## src/rtl/eeprom_arbiter.sv

```systemverilog
// Round-robin two-port arbiter/sequencer for the serial EEPROM engine.
// One transaction at a time: grant, BUSY until ack or timeout, DONE pulse, idle GAP.
module eeprom_arbiter #(
  parameter int unsigned TIMEOUT_CYC = 4095,
  parameter int unsigned GAP_CYC     = 16
) (
  input  logic        CLK,
  input  logic        RESET,
  input  logic        a_req,
  input  logic        a_we,
  input  logic [10:0] a_addr,
  input  logic [7:0]  a_wdata,
  input  logic        b_req,
  input  logic        b_we,
  input  logic [10:0] b_addr,
  input  logic [7:0]  b_wdata,
  output logic        a_gnt,
  output logic        b_gnt,
  output logic        a_done,
  output logic        b_done,
  output logic [7:0]  rdata,
  output logic        err,
  output logic        busy,
  output logic        eep_wr,
  output logic        eep_rd,
  output logic [10:0] eep_addr,
  output logic [7:0]  eep_dout,
  output logic        eep_doe,
  input  logic [7:0]  eep_din,
  input  logic        eep_ack
);

  typedef enum logic [1:0] {IDLE, BUSY, DONE, GAP} state_t;

  localparam logic [15:0] TO_LAST  = 16'(TIMEOUT_CYC - 1);
  localparam logic [15:0] GAP_LAST = 16'(GAP_CYC - 1);

  state_t      state_q, state_d;
  logic        ptr_q, ptr_d;    // 0: A holds priority, 1: B holds priority
  logic        side_q, side_d;  // owner of the current transaction (1 = B)
  logic        gnt_q, gnt_d;
  logic        we_q, we_d;
  logic [10:0] addr_q, addr_d;
  logic [7:0]  dout_q, dout_d;
  logic [7:0]  rdata_q, rdata_d;
  logic        err_q, err_d;
  logic [15:0] cnt_q, cnt_d;
  logic        arb;
  logic        pick_b;

  always_comb begin
    state_d = state_q;
    ptr_d   = ptr_q;
    side_d  = side_q;
    gnt_d   = 1'b0;
    we_d    = we_q;
    addr_d  = addr_q;
    dout_d  = dout_q;
    rdata_d = rdata_q;
    err_d   = err_q;
    cnt_d   = cnt_q;
    arb     = 1'b0;
    pick_b  = b_req && (!a_req || ptr_q);

    case (state_q)
      IDLE: arb = 1'b1;
      BUSY: begin
        if (eep_ack) begin
          if (!we_q) rdata_d = eep_din;
          err_d   = 1'b0;
          cnt_d   = '0;
          state_d = DONE;
        end else if (cnt_q == TO_LAST) begin
          err_d   = 1'b1;
          cnt_d   = '0;
          state_d = DONE;
        end else begin
          cnt_d = cnt_q + 16'd1;
        end
      end
      DONE: begin
        cnt_d = '0;
        if (GAP_CYC == 0) arb = 1'b1;
        else state_d = GAP;
      end
      GAP: begin
        if (cnt_q == GAP_LAST) begin
          cnt_d = '0;
          arb   = 1'b1;
        end else begin
          cnt_d = cnt_q + 16'd1;
        end
      end
      default: state_d = IDLE;
    endcase

    // The edge that returns to IDLE already arbitrates, so a waiting
    // requester is granted in the first cycle IDLE would have occupied.
    if (arb) begin
      state_d = IDLE;
      if (a_req || b_req) begin
        state_d = BUSY;
        side_d  = pick_b;
        ptr_d   = ~pick_b;
        gnt_d   = 1'b1;
        we_d    = pick_b ? b_we : a_we;
        addr_d  = pick_b ? b_addr : a_addr;
        dout_d  = pick_b ? b_wdata : a_wdata;
        cnt_d   = '0;
      end
    end
  end

  always_ff @(posedge CLK or posedge RESET) begin
    if (RESET) begin
      state_q <= IDLE;
      ptr_q   <= 1'b0;
      side_q  <= 1'b0;
      gnt_q   <= 1'b0;
      we_q    <= 1'b0;
      addr_q  <= '0;
      dout_q  <= '0;
      rdata_q <= '0;
      err_q   <= 1'b0;
      cnt_q   <= '0;
    end else begin
      state_q <= state_d;
      ptr_q   <= ptr_d;
      side_q  <= side_d;
      gnt_q   <= gnt_d;
      we_q    <= we_d;
      addr_q  <= addr_d;
      dout_q  <= dout_d;
      rdata_q <= rdata_d;
      err_q   <= err_d;
      cnt_q   <= cnt_d;
    end
  end

  // Strobes decode from the state register so reset drops them at once.
  assign a_gnt    = gnt_q & ~side_q;
  assign b_gnt    = gnt_q & side_q;
  assign a_done   = (state_q == DONE) & ~side_q;
  assign b_done   = (state_q == DONE) & side_q;
  assign busy     = (state_q != IDLE);
  assign eep_wr   = (state_q == BUSY) & we_q;
  assign eep_rd   = (state_q == BUSY) & ~we_q;
  assign eep_doe  = (state_q == BUSY) & we_q;
  assign eep_addr = addr_q;
  assign eep_dout = dout_q;
  assign rdata    = rdata_q;
  assign err      = err_q;

endmodule

```

## config.mk

```make
export PLATFORM = sky130hd
export DESIGN_NAME = eeprom_arbiter
export DESIGN_NICKNAME = d
export VERILOG_FILES = /design/src/rtl/eeprom_arbiter.sv
export SDC_FILE = /design/constraint.sdc
export NUM_CORES = 1
export LEC_CHECK = 0
export ABC_AREA = 1
export CAP_MARGIN = 20
export CORE_MARGIN = 1
export CORE_UTILIZATION = 45
export CTS_BUF_LIST = sky130_fd_sc_hd__clkbuf_4 sky130_fd_sc_hd__clkbuf_8
export DETAILED_ROUTE_END_ITERATION = 8
export PLACE_DENSITY = 0.79
export SLEW_MARGIN = 20
export SYNTH_ARGS = -nofsm -noshare
export SYNTH_HDL_FRONTEND = slang
export SYNTH_SLANG_ARGS = --single-unit
```

## constraint.sdc

```tcl
create_clock -name CLK -period 3.2 [get_ports CLK]
set_input_delay 0.64 -clock CLK [delete_from_list [all_inputs] [get_ports CLK]]
set_output_delay 0.64 -clock CLK [all_outputs]
set_load 0.005 [all_outputs]
```

==> impl_metrics.py <==
metrics = {
    "power_and_ir_drop": {
        "leakage_nw": 1.841,
        "p_comb_share_pct": 44.6,
        "peakVddDrop_uv": 323.9,
        "p_int_mw": 1.596,
        "p_seq_share_pct": 39.7,
        "pwr-share-clk_pct": 15.7,
        "p_total_mw": 2.485,
        "power_density_nw_per_um2": 665.2,
        "switchingPower_mw": 0.8895,
        "swShare_pct": 35.79,
    },
    "die": {
        "die_x_um": 79.66,
        "core_um2": 5675,
        "rows": 27,
        "num_io_pins": 89,
        "chipHeight_um": 79.66,
        "die-area_um2": 6346,
        "initial_core_util_pct": 47.82,
    },
    "setup_path": {
        "worstPathMaxFanout": 4,
        "path_class": "reg -> out",
        "r2r_slack_ns": 0.97,
        "cp.required_ns": 2.56,
        "worstSetupEndpointType": "output port",
        "r2r_cells": 8,
        "arrival_ns": 1.93,
        "reg2reg_from": "cnt_q[0]",
        "crit_start": "state_q[1]",
        "cp-endpoint": "eep_rd",
        "r2r-end": "cnt_q[8]",
        "start_kind": "register",
    },
    "clocking": {
        "htreeDepth": 2,
        "cts_hold_buffers": 0,
        "cts_setup_buffers": 0,
        "cts_repair_resize_count": 0,
        "cts.reportedPaths.clkPinSlew_ns": 0.09,
        "clk_latency_ns": 0.31,
        "clock_sinks": 50,
        "cts-root-buf": "clkbuf_8",
        "cts_inserted_buffers": 5,
        "cts.path.max_buffers": 2,
        "cts_tree": "done",
    },
    "global_route": {
        "grt_max_degree": 26,
        "grt_pass1_wl_um": 10780,
        "grt.total_usage_pct": 21.88,
        "grt_pass1_vias": 2401,
        "grt_overflow_total": 0,
        "antenna_found_initial": 0,
    },
    "sta": {
        "clock_skew_ns": 0.008380,
        "maxSlewHeadroom_pct": 54.90,
        "maxClockFrequency_mhz": 389.8,
        "finalSetupViolCount": 0,
        "min_period_ns": 2.565,
        "hold_violations": 0,
        "rsz0062_at_grt": "no",
        "finalMaxSlewViolations": 0,
        "setup_slack_ns": 0.6346,
        "tightest_slew_ns": 0.6748,
        "finalCritPeriodShare_pct": 80.17,
        "setup_tns_ns": 0,
    },
    "routing": {
        "drt_wl_total_um": 6534,
        "drc": 0,
        "wire_per_inst_um": 12.99,
        "dr.pass1.iters": 4,
        "drt.antenna.violating_nets": 0,
        "first_iter_violations": 107,
        "vias_per_cell": 5.030,
        "via_count": 2530,
    },
    "cells_and_area": {
        "areaGrowthSynthToFinish_pct": 37.67,
        "stdcell_area_um2": 3736,
        "final_cell_mix": "nand2_1, clkdlybuf4s50_1, dfrtp_1",
        "final_net_count": 490,
        "antenna_cells": 0,
        "mostFrequentLayoutCell": "nand2_1",
        "drive_gt1_share_pct": 6.497,
    },
    "placed_design": {
        "port_buffers": 88,
        "place_hpwl_um": 4763,
        "place.gp.congestion": 0.7994,
        "place_ws_ns": 0.8198,
        "place_area_um2": 3641,
    },
    "yosys": {
        "synth_cells": 345,
        "netlist_area_um2": 2714,
        "syn_area_per_cell_um2": 7.866,
        "synth_warnings": 0,
        "ys_seq_elements": 50,
        "ys_types": 23,
        "ys_seq_area_share_pct": 46.10,
        "syn_nets": 405,
    },
    "hold_path": {
        "hold_path.class": "reg -> reg",
    },
    "flow_run": {
        "maxCapViolations": 0,
    },
    "status": {
        "status": "completed",
    },
}
-- synth_stat cells, drive strengths merged --
master   instances  share of area (%)
nand2          128                 18
dfrtp           50                 46
nor2            42                5.9
nand3           31                6.4
inv             23                3.2
nand4           22                5.1
clkbuf          10                1.4
mux2             8                3.3
xor2             8                2.6
ha               7                3.2
buf              6                1.9
xnor2            6                1.9
a21o             1               0.28
a2bb2oi          1               0.32
nor3             1               0.18
o21ai            1               0.18
-- routing by layer --
layer  vias up  part of all wire, %  track usage [%]
met5         -                    0                0
met1      1175                   44            27.90
li1       1265                    -                -
met4         0                  1.4            8.000
met3        10                  5.3            4.229
met2        80                   50            36.67
-- power by group through the flow --
stage	registers [mW]	clock network, mW	logic [mW]
2_1_floorplan	0.985	0	0.573
3_3_place_gp	0.989	0	1.08
3_5_place_dp	0.990	0	1.11
4_1_cts	0.986	0.398	1.11
5_1_grt	1.01	0.420	1.24
6_report	0.986	0.391	1.11
-- sequential cells by signal, indices dropped and copies added, names as in the netlist --
name	count
side_q	1
state_q	2
ptr_q	1
we_q	1
eep_addr	11
cnt_q	16
eep_dout	8
err	1
rdata	8
gnt_q	1
-- how the worst min path moves through the flow --
stage / cells past startpoint / slack [ns] / startpoint / to
2_1_floorplan: 2 / 0.44 / ptr_q / ptr_q
3_3_place_gp: 2 / 0.46 / eep_addr[2] / eep_addr[2]
3_5_place_dp: 2 / 0.46 / eep_addr[1] / eep_addr[1]
4_1_cts: 2 / 0.48 / eep_addr[1] / eep_addr[1]
5_1_grt: 2 / 0.51 / eep_addr[4] / eep_addr[4]
6_report: 2 / 0.48 / eep_addr[1] / eep_addr[1]
-- cells by family (layout without fill, tap and decap cells) --
| family | count (synthesis) | count (layout) | synth area share [%] |
|---|---|---|---|
| xor+xnor | 14 | 14 | 4.518 |
| buf+inv | 39 | 125 | 6.455 |
| compound gates | 3 | 3 | 0.7838 |
| simple gates | 224 | 224 | 35.59 |
| fa+ha+maj | 7 | 7 | 3.227 |
| flops | 50 | 50 | 46.10 |
| mux | 8 | 8 | 3.320 |
-- cell type report --
class	count	area, um^2
repair buffers	94	925.9
multi-input cells	256	1287
flip-flops and latches	50	1251
well taps	72	90.09
clock buffers	7	90.09
inverters	23	86.33
fillers	495	1939
clock inverters	1	5.005
-- worst max-delay path: stages (launching register included) --
cell and delay [ns]:
dfrtp_1 0.42, inv_1 0.13, ha_1 0.24, inv_1 0.11, nor2_1 0.19, clkdlybuf4s50_1 0.54
-- metrics by stage --
step / hold slack (ns) / instances / utilization, %
after detailed placement: 0.4578 / 495 / 64.15
after global routing: 0.5123 / 503 / 65.83
after floorplan: 0.4419 / 345 / -
after CTS: 0.4795 / 503 / 65.83
final: 0.4755 / 503 / 65.83
after global placement: 0.4557 / 495 / 64.15
(Power assumes the default switching activity.)
